[src/rtl/uart_receiver.sv]
// 8-bit UART receiver with 16x oversampling, optional parity and frame checking.
// Define UART_RX_MAJORITY_VOTE_EN to make every sample point a 2-of-3 vote over recent ticks.
module uart_receiver #(
  parameter int PARITY_EN   = 1,
  parameter int PARITY_TYPE = 0
) (
  input  logic       clk,
  input  logic       rst,
  input  logic       baud_tick16,
  input  logic       rx,
  output logic [7:0] data_out,
  output logic       rx_done,
  output logic       parity_err,
  output logic       frame_err,
  output logic       busy
);

  typedef enum logic [2:0] {
    IDLE   = 3'd0,
    START  = 3'd1,
    DATA   = 3'd2,
    PARITY = 3'd3,
    STOP   = 3'd4
  } state_t;

  localparam logic PAR_EN_L  = (PARITY_EN != 32'sd0);
  localparam logic PAR_ODD_L = (PARITY_TYPE != 32'sd0);

  function automatic logic calc_parity(input logic [7:0] d, input logic odd);
    return (^d) ^ odd;
  endfunction

  function automatic logic maj3(input logic a, input logic b, input logic c);
    return (a & b) | (a & c) | (b & c);
  endfunction

  state_t     state_r, state_nxt_s;
  logic       sync1_r, rx_s;
  logic       smp_s;
  logic [3:0] tick_cnt_r, tick_cnt_nxt_s;
  logic [2:0] bit_idx_r, bit_idx_nxt_s;
  logic [7:0] shift_r, shift_nxt_s;
  logic       par_smp_r, par_smp_nxt_s;
  logic [7:0] data_nxt_s;
  logic       rx_done_nxt_s, parity_err_nxt_s, frame_err_nxt_s;

  // Two-flop synchronizer for the asynchronous serial line
  always_ff @(posedge clk or negedge rst) begin
    if (!rst) begin
      sync1_r <= 1'b1;
      rx_s    <= 1'b1;
    end else begin
      sync1_r <= rx;
      rx_s    <= sync1_r;
    end
  end

`ifdef UART_RX_MAJORITY_VOTE_EN
  logic [1:0] hist_r;

  // Previous two tick samples; the current rx_s completes the 3-deep window
  always_ff @(posedge clk or negedge rst) begin
    if (!rst) begin
      hist_r <= 2'b11;
    end else if (baud_tick16) begin
      hist_r <= {hist_r[0], rx_s};
    end else begin
      hist_r <= hist_r;
    end
  end

  assign smp_s = maj3(hist_r[1], hist_r[0], rx_s);
`else
  assign smp_s = rx_s;
`endif

  // Next-state and next-output logic for the frame sequencer
  always_comb begin
    state_nxt_s      = state_r;
    tick_cnt_nxt_s   = tick_cnt_r;
    bit_idx_nxt_s    = bit_idx_r;
    shift_nxt_s      = shift_r;
    par_smp_nxt_s    = par_smp_r;
    data_nxt_s       = data_out;
    parity_err_nxt_s = parity_err;
    frame_err_nxt_s  = frame_err;
    rx_done_nxt_s    = 1'b0;
    case (state_r)
      IDLE: begin
        if (!rx_s) begin
          state_nxt_s    = START;
          tick_cnt_nxt_s = 4'd0;
        end else begin
          state_nxt_s = IDLE;
        end
      end
      START: begin
        if (baud_tick16 && (tick_cnt_r == 4'd7)) begin
          if (!smp_s) begin
            state_nxt_s    = DATA;
            tick_cnt_nxt_s = 4'd0;
            bit_idx_nxt_s  = 3'd0;
          end else begin
            state_nxt_s = IDLE;
          end
        end else if (baud_tick16) begin
          tick_cnt_nxt_s = tick_cnt_r + 4'd1;
        end else begin
          tick_cnt_nxt_s = tick_cnt_r;
        end
      end
      DATA: begin
        if (baud_tick16) begin
          tick_cnt_nxt_s = tick_cnt_r + 4'd1;
          if (tick_cnt_r == 4'd15) begin
            shift_nxt_s[bit_idx_r] = smp_s;
            if (bit_idx_r == 3'd7) begin
              state_nxt_s   = PAR_EN_L ? PARITY : STOP;
              bit_idx_nxt_s = 3'd0;
            end else begin
              bit_idx_nxt_s = bit_idx_r + 3'd1;
            end
          end else begin
            shift_nxt_s = shift_r;
          end
        end else begin
          tick_cnt_nxt_s = tick_cnt_r;
        end
      end
      PARITY: begin
        if (baud_tick16) begin
          tick_cnt_nxt_s = tick_cnt_r + 4'd1;
          if (tick_cnt_r == 4'd15) begin
            par_smp_nxt_s = smp_s;
            state_nxt_s   = STOP;
          end else begin
            par_smp_nxt_s = par_smp_r;
          end
        end else begin
          tick_cnt_nxt_s = tick_cnt_r;
        end
      end
      STOP: begin
        if (baud_tick16) begin
          tick_cnt_nxt_s = tick_cnt_r + 4'd1;
          if (tick_cnt_r == 4'd15) begin
            data_nxt_s       = shift_r;
            frame_err_nxt_s  = ~smp_s;
            parity_err_nxt_s = PAR_EN_L ? (par_smp_r != calc_parity(shift_r, PAR_ODD_L)) : 1'b0;
            rx_done_nxt_s    = 1'b1;
            state_nxt_s      = IDLE;
          end else begin
            rx_done_nxt_s = 1'b0;
          end
        end else begin
          tick_cnt_nxt_s = tick_cnt_r;
        end
      end
      default: begin
        state_nxt_s    = IDLE;
        tick_cnt_nxt_s = 4'd0;
        bit_idx_nxt_s  = 3'd0;
      end
    endcase
  end

  // State and registered outputs
  always_ff @(posedge clk or negedge rst) begin
    if (!rst) begin
      state_r    <= IDLE;
      tick_cnt_r <= 4'd0;
      bit_idx_r  <= 3'd0;
      shift_r    <= 8'h00;
      par_smp_r  <= 1'b0;
      data_out   <= 8'h00;
      rx_done    <= 1'b0;
      parity_err <= 1'b0;
      frame_err  <= 1'b0;
      busy       <= 1'b0;
    end else begin
      state_r    <= state_nxt_s;
      tick_cnt_r <= tick_cnt_nxt_s;
      bit_idx_r  <= bit_idx_nxt_s;
      shift_r    <= shift_nxt_s;
      par_smp_r  <= par_smp_nxt_s;
      data_out   <= data_nxt_s;
      rx_done    <= rx_done_nxt_s;
      parity_err <= parity_err_nxt_s;
      frame_err  <= frame_err_nxt_s;
      busy       <= (state_nxt_s != IDLE);
    end
  end

endmodule
[config.mk]
export PLATFORM = sky130hd
export DESIGN_NAME = uart_receiver
export DESIGN_NICKNAME = d
export VERILOG_FILES = /design/src/rtl/uart_receiver.sv
export SDC_FILE = /design/constraint.sdc
export NUM_CORES = 1
export LEC_CHECK = 0
export CORE_AREA = 8 8 92 94
export CTS_CLUSTER_DIAMETER = 100
export DETAILED_ROUTE_END_ITERATION = 10
export DIE_AREA = 0 0 100 102
export SYNTH_ARGS = -nofsm -noshare
export SYNTH_HDL_FRONTEND = slang
export SYNTH_SLANG_ARGS = --single-unit
[constraint.sdc]
create_clock -name clk -period 5.8 [get_ports clk]
set_input_delay 1.16 -clock clk [delete_from_list [all_inputs] [get_ports clk]]
set_output_delay 1.16 -clock clk [all_outputs]
set_load 0.05 [all_outputs]
==> impl_metrics.env, run 1 <==
export IMPL_status="finished, final reports clean"
export IMPL_setup_worst_path_end_class="flop"
export IMPL_timing_critical_path_depth=4
export IMPL_timing_setup_tns_ps=0
export IMPL_synth_edf_count=0
export IMPL_clk_pin_slew_ps=70
export IMPL_die_area_um2=10200
export IMPL_critPathMaxStageDelay_ps=810
export IMPL_n_fill_cell=753
export IMPL_numCtsBuffers=5
export IMPL_cts_sinks=33
export IMPL_via_count=1116
export IMPL_hold_viol=0
export IMPL_detail_route_wirelength_um=3204
export IMPL_final_setup_viol_count=0
export IMPL_netlist_area_leader_share=0.4579
export IMPL_postPlaceCellArea_um2=1932
export IMPL_whs_path_depth=0
export IMPL_final_period_minus_worst_setup_slack_ps=3238
export IMPL_synth_area_per_cell_um2=11.60
export IMPL_viasPerCell=4.276
export IMPL_die_height_um=102
export IMPL_synth_area_top_cells="dfrtp_1 (46%), mux2_2 (14%), dfstp_2 (3.1%), ha_1 (3.0%), xnor2_1 (2.6%)"
export IMPL_critPathBufInv=1
export IMPL_layout_cell_area_non_filler_um2=2048
export IMPL_number_of_levels_the_h_tree_was_split_into=2
export IMPL_floorplan_rows=31
export IMPL_final_layout_size_suffix_gt1_frac=0.2346
export IMPL_power_static_leakage_nw=0.8893
export IMPL_intPower_mw=0.4668
export IMPL_ys_warnings_count=0
export IMPL_number_of_placed_i_o_pins=16
export IMPL_grt_first_pass_wirelength_um=5347
export IMPL_synth_async_reset_ratio=1.000
export IMPL_hold_ws_ps=356.1
export IMPL_nets=169
export IMPL_post_synth_instance_area_um2=1694
export IMPL_power_combinational_fraction=0.177
export IMPL_clkLatencyLatePin_ps=290
export IMPL_critical_path_maximum_fanout=11
export IMPL_seq_power_share=0.475
export IMPL_grt_setup_unrepaired="false"
export IMPL_tritoncts="done"
export IMPL_rr_worst_depth=4
export IMPL_criticalPathCategory="input pin to flop"
export IMPL_number_of_nets_with_antenna_violations_after_detailed_routing=0
export IMPL_max_clock_path_buffers=2
export IMPL_worst_tran_pin_value_ps=956.2
export IMPL_detail_route_iter0_violations=62
export IMPL_grt_start_max_net_pins=34
export IMPL_postCtsHoldBufs=0
export IMPL_synth_flop_cell="dfrtp_1"
export IMPL_switching_fraction_of_total_power=0.2681
export IMPL_grt_pass1_vias=1089
export IMPL_synth_largest_area_cell="dfrtp_1"
export IMPL_slew_violations=0
export IMPL_fmaxAchievable_mhz=308.9
export IMPL_synth_top_cells_by_count="dfrtp_1 (31), mux2_2 (21), nor2_1 (9)"
export IMPL_worst_ir_drop_vdd_v=0.00008512
export IMPL_setup_worst_path_start_class="input pin"
export IMPL_numPortBuffers=15
export IMPL_initial_utilization=0.2400
export IMPL_post_cts_resized_instances=0
export IMPL_cpMaxStageDelayCell="nor2_1"
export IMPL_final_seq_area_um2=828.3
export IMPL_core_area_um2=7059
export IMPL_route_detailed_drc=0
export IMPL_place_congestion=0.7773
export IMPL_grt_total_usage=0.06805
export IMPL_clk_root_buffer_cell="clkbuf_8"
export IMPL_synth_seq_cells=33
export IMPL_clockPowerShare=0.348
export IMPL_clock_skew_final_ps=8.195
export IMPL_postCtsSetupRepairBufs=0
export IMPL_synth_cells=146
export IMPL_power_switching_mw=0.1710
export IMPL_slew_limit_headroom=0.3601
export IMPL_hold_path_class="flop to flop"
export IMPL_timing_critical_path_arrival_ps=3410
export IMPL_synth_most_common_cell="dfrtp_1"
export IMPL_worst_endpoint_required_ps=5980
export IMPL_family_with_the_most_delay_on_the_worst_path="simple AND/OR/NAND/NOR gates"
export IMPL_share_of_the_clock_period_used_by_the_worst_path=0.5582
export IMPL_dp_hpwl_um=2199
export IMPL_synth_nets=154
export IMPL_firstDrtPassIters=6
export IMPL_grt_antenna_before_repair=0
export IMPL_timing_critical_path_cells="clkdlybuf4s50_1 -> nand4_1 -> nor2_1 -> mux2_2"
export IMPL_area_growth_pct=20.90
export IMPL_maxCapViolations=0
export IMPL_post_synth_num_cell_types=40
export IMPL_synth_yosys_seq_area_share=0.4889
export IMPL_die_w_um=100
export IMPL_antenna_diode_count=0
export IMPL_route_detailed_wl_per_inst_um=12.28
export IMPL_grt_overflow_total=0
export IMPL_power_density_nw_per_um2=311.4
export IMPL_multi_input_area_um2=795.8
==> power groups by stage <==
stage	combinational [mW]	sequential, mW	clock, mW
floorplan	0.108	0.288	0
global placement	0.111	0.306	0
detailed placement	0.114	0.307	0
CTS	0.115	0.303	0.228
global route	0.128	0.309	0.242
finish	0.113	0.303	0.222
==> cell families after synthesis <==
group,Yosys count,share of synthesized area
and+or+nand+nor,51,0.1913
DFF,33,0.4889
muxes,22,0.1455
buffers and inverters,15,0.04136
AOI/OAI and AO/OA,14,0.05909
xor gates and xnor gates,7,0.04431
adders and majority gates,4,0.02954
==> path summary, 6_finish.rpt <==
check                              start       endpoint  slack [ps]
max                          baud_tick16    data_out[0]        2560
min                              sync1_r           rx_s         360
max reg2reg                tick_cnt_r[0]    data_out[0]        3560
min reg2reg                      sync1_r           rx_s         360
max in group asynchronous            rst        sync1_r        4180
min in group asynchronous            rst  tick_cnt_r[0]        1290
==> layout make-up <==
class	instances	share of cell area
Clock buffer	7	0.04215
Clock inverter	1	0.01466
Inverter	7	0.01283
Multi-Input combinational cell	98	0.3885
Sequential cell	33	0.4044
Tap cell	99	0.06048
Timing Repair Buffer	16	0.07697
==> layer usage <==
metal | up-vias | track usage | part of all wire | wire length [um]
met4 | 0 | 0.04535 | 0.026 | 83
li1 | 550 | - | - | -
met5 | - | 0 | 0 | 0
met2 | 23 | 0.1011 | 0.46 | 1487
met1 | 537 | 0.07998 | 0.46 | 1463
met3 | 6 | 0.02657 | 0.053 | 169
==> cells in the final DEF, fill, tap and decap left out, types with 4 or more instances in the layout <==
cell type and instances:
inv_1 7, clkbuf_8 6, ha_1 4, mux2_2 21, dfrtp_1 31, clkdlybuf4s50_1 15, nor3b_1 4, nor3_1 5
xnor2_1 5, nor2_1 9, o21ai_0 4, nand2_1 7
==> sequential cells by signal, summed over array words and instances, names as in the netlist, 3 cells and up <==
signal      count
tick_cnt_r      4
data_out        8
state_r         3
shift_r         8
bit_idx_r       3
==> through the flow <==
stage	total power [mW]	utilization	std cells	worst slack, ps
after global routing	0.6786	0.2901	261	2423
after floorplan	0.3957	-	146	3260
after detailed placement	0.4208	0.2737	253	2248
final	0.6379	0.2901	261	2562
after global placement	0.4169	0.2737	253	2337
after CTS	0.6467	0.2901	261	2555
==> worst reg2reg max path, cell delays in order, from the launching register on <==
cell     delay [ps]
dfrtp_1         400
ha_1            250
nand4_1         250
nor2_1          810
mux2_2          420
Power figures use the tool's default switching activity.
==> inputs of run 2 (changes only) <==
Clock period 5.8 ns to 2.7 ns, I/O delays scaled along.
==> run 2 against run 1 <==
Against the previous run: cell count rose by 1.5%; count of clock-buffer cells in the layout stayed put; setup slack got worse by 2100 ps; worst hold slack about the same; routed wire length is 1.7% lower; sequential share of layout area fell by 0.58 points; clock power increased by 110%; core utilization increased by 0.43 points; via count grew 2.0%; critical path type unchanged.
==> impl_metrics.env, run 2 (synthesis results as in run 1) <==
export IMPL_status="finished, final reports clean"
export IMPL_postCtsHoldBufs=0
export IMPL_number_of_levels_the_h_tree_was_split_into=2
export IMPL_core_area_um2=7059
export IMPL_timing_critical_path_arrival_ps=2350
export IMPL_slew_violations=0
export IMPL_post_cts_resized_instances=0
export IMPL_route_detailed_drc=0
export IMPL_power_density_nw_per_um2=658.8
export IMPL_clk_pin_slew_ps=60
export IMPL_viasPerCell=4.294
export IMPL_max_clock_path_buffers=2
export IMPL_grt_antenna_before_repair=0
export IMPL_numPortBuffers=15
export IMPL_fmaxAchievable_mhz=456.8
export IMPL_clock_skew_final_ps=3.613
export IMPL_grt_setup_unrepaired="false"
export IMPL_layout_cell_area_non_filler_um2=2078
export IMPL_grt_first_pass_wirelength_um=5575
export IMPL_largest_registers="data_out: 8 flops, shift_r: 8 flops, tick_cnt_r: 4 flops"
export IMPL_timing_setup_tns_ps=0
export IMPL_criticalPathCategory="input pin to flop"
export IMPL_clk_root_buffer_cell="clkbuf_8"
export IMPL_final_period_minus_worst_setup_slack_ps=2189
export IMPL_postCtsSetupRepairBufs=0
export IMPL_die_w_um=100
export IMPL_intPower_mw=1.004
export IMPL_setup_worst_path_start_class="input pin"
export IMPL_final_setup_viol_count=0
export IMPL_place_congestion=0.7902
export IMPL_detail_route_wirelength_um=3151
export IMPL_tritoncts="done"
export IMPL_route_detailed_wl_per_inst_um=11.89
export IMPL_slew_limit_headroom=0.6588
export IMPL_cts_sinks=33
export IMPL_placed_cells=257
export IMPL_total_power_mw=1.369
export IMPL_numCtsBuffers=5
export IMPL_multi_input_area_um2=795.8
export IMPL_clockPowerShare=0.345
export IMPL_power_switching_mw=0.3647
export IMPL_finalCoreUtilization=0.2944
export IMPL_n_fill_cell=745
export IMPL_die_area_um2=10200
export IMPL_nets=173
export IMPL_grt_start_max_net_pins=34
export IMPL_final_layout_size_suffix_gt1_frac=0.2530
export IMPL_worst_setup_slack_post_dpl_ps=230.4
export IMPL_floorplan_rows=31
export IMPL_worst_tran_pin_value_ps=510.2
export IMPL_postPlaceCellArea_um2=1962
export IMPL_dp_hpwl_um=2197
export IMPL_antenna_diode_count=0
export IMPL_setup_worst_path_end_class="flop"
export IMPL_hold_viol=0
export IMPL_switching_fraction_of_total_power=0.2664
export IMPL_share_of_the_clock_period_used_by_the_worst_path=0.8108
export IMPL_firstDrtPassIters=4
export IMPL_grt_pass1_vias=1168
export IMPL_layout_cells_most_common_list="dfrtp_1 (31), mux2_2 (21), clkdlybuf4s50_1 (15)"
export IMPL_hold_path_class="flop to flop"
export IMPL_number_of_nets_with_antenna_violations_after_detailed_routing=0
export IMPL_detail_route_iter0_violations=88
export IMPL_worst_ir_drop_vdd_v=0.0001707
export IMPL_final_seq_area_um2=828.3
export IMPL_hold_ws_ps=356.0
export IMPL_final_common_cell="dfrtp_1"
export IMPL_via_count=1138
export IMPL_area_growth_pct=22.67
export IMPL_initial_utilization=0.2400
export IMPL_final_instance_count_excl_fill=265
export IMPL_maxCapViolations=0
export IMPL_grt_overflow_total=0
export IMPL_clkLatencyLatePin_ps=280
export IMPL_critical_path_maximum_fanout=7
export IMPL_seq_power_share=0.479
export IMPL_power_static_leakage_nw=0.9092
export IMPL_die_height_um=102
export IMPL_power_combinational_fraction=0.175
export IMPL_post_route_worst_setup_slack_ps=510.7
export IMPL_worst_endpoint_required_ps=2870
export IMPL_number_of_placed_i_o_pins=16
export IMPL_grt_total_usage=0.07037
## run 2: cell types whose count changed in the layout (fill, tap and decap cells not counted)
cell | previous run | this run
buf_4 | 1 | 5
## run 2: worst max-delay path, cell delays in order
cell	delay, ps
clkdlybuf4s50_1	640
nand4b_4	160
or3_1	330
a221o_1	410
mux2_2	280
## run 2: final cells by class
cell class	instances	area share
flip-flops and latches	33	0.3986
multi-input cells	98	0.3829
repair buffers	20	0.09031
well taps	99	0.05960
clock buffers	7	0.04154
clock inverters	1	0.01445
inverters	7	0.01264
## run 2: worst paths after layout
kind | from | slack (ps) | end | cells past startpoint
setup / recovery | baud_tick16 | 510 | bit_idx_r[1] | 5
hold / removal | sync1_r | 360 | rx_s | 0
setup reg to reg | state_r[1] | 640 | shift_r[2] | 4
hold reg to reg | sync1_r | 360 | rx_s | 0
max in group asynchronous | rst | 1700 | rx_s | 2
min in group asynchronous | rst | 660 | busy | 2
## run 2: power by group through the flow
stage	logic [mW]	clock network, mW	registers (mW)
floorplan	0.231	0	0.619
global placement	0.241	0	0.665
detailed placement	0.244	0	0.666
CTS	0.245	0.495	0.656
global route	0.276	0.521	0.671
finish	0.240	0.473	0.656
## run 2: per-layer routing
| metal | global-route usage | wire (um) |
|---|---|---|
| met1 | 0.08083 | 1445 |
| met2 | 0.1067 | 1445 |
| met3 | 0.02657 | 169 |
| met4 | 0.04884 | 91 |
| met5 | 0 | 0 |
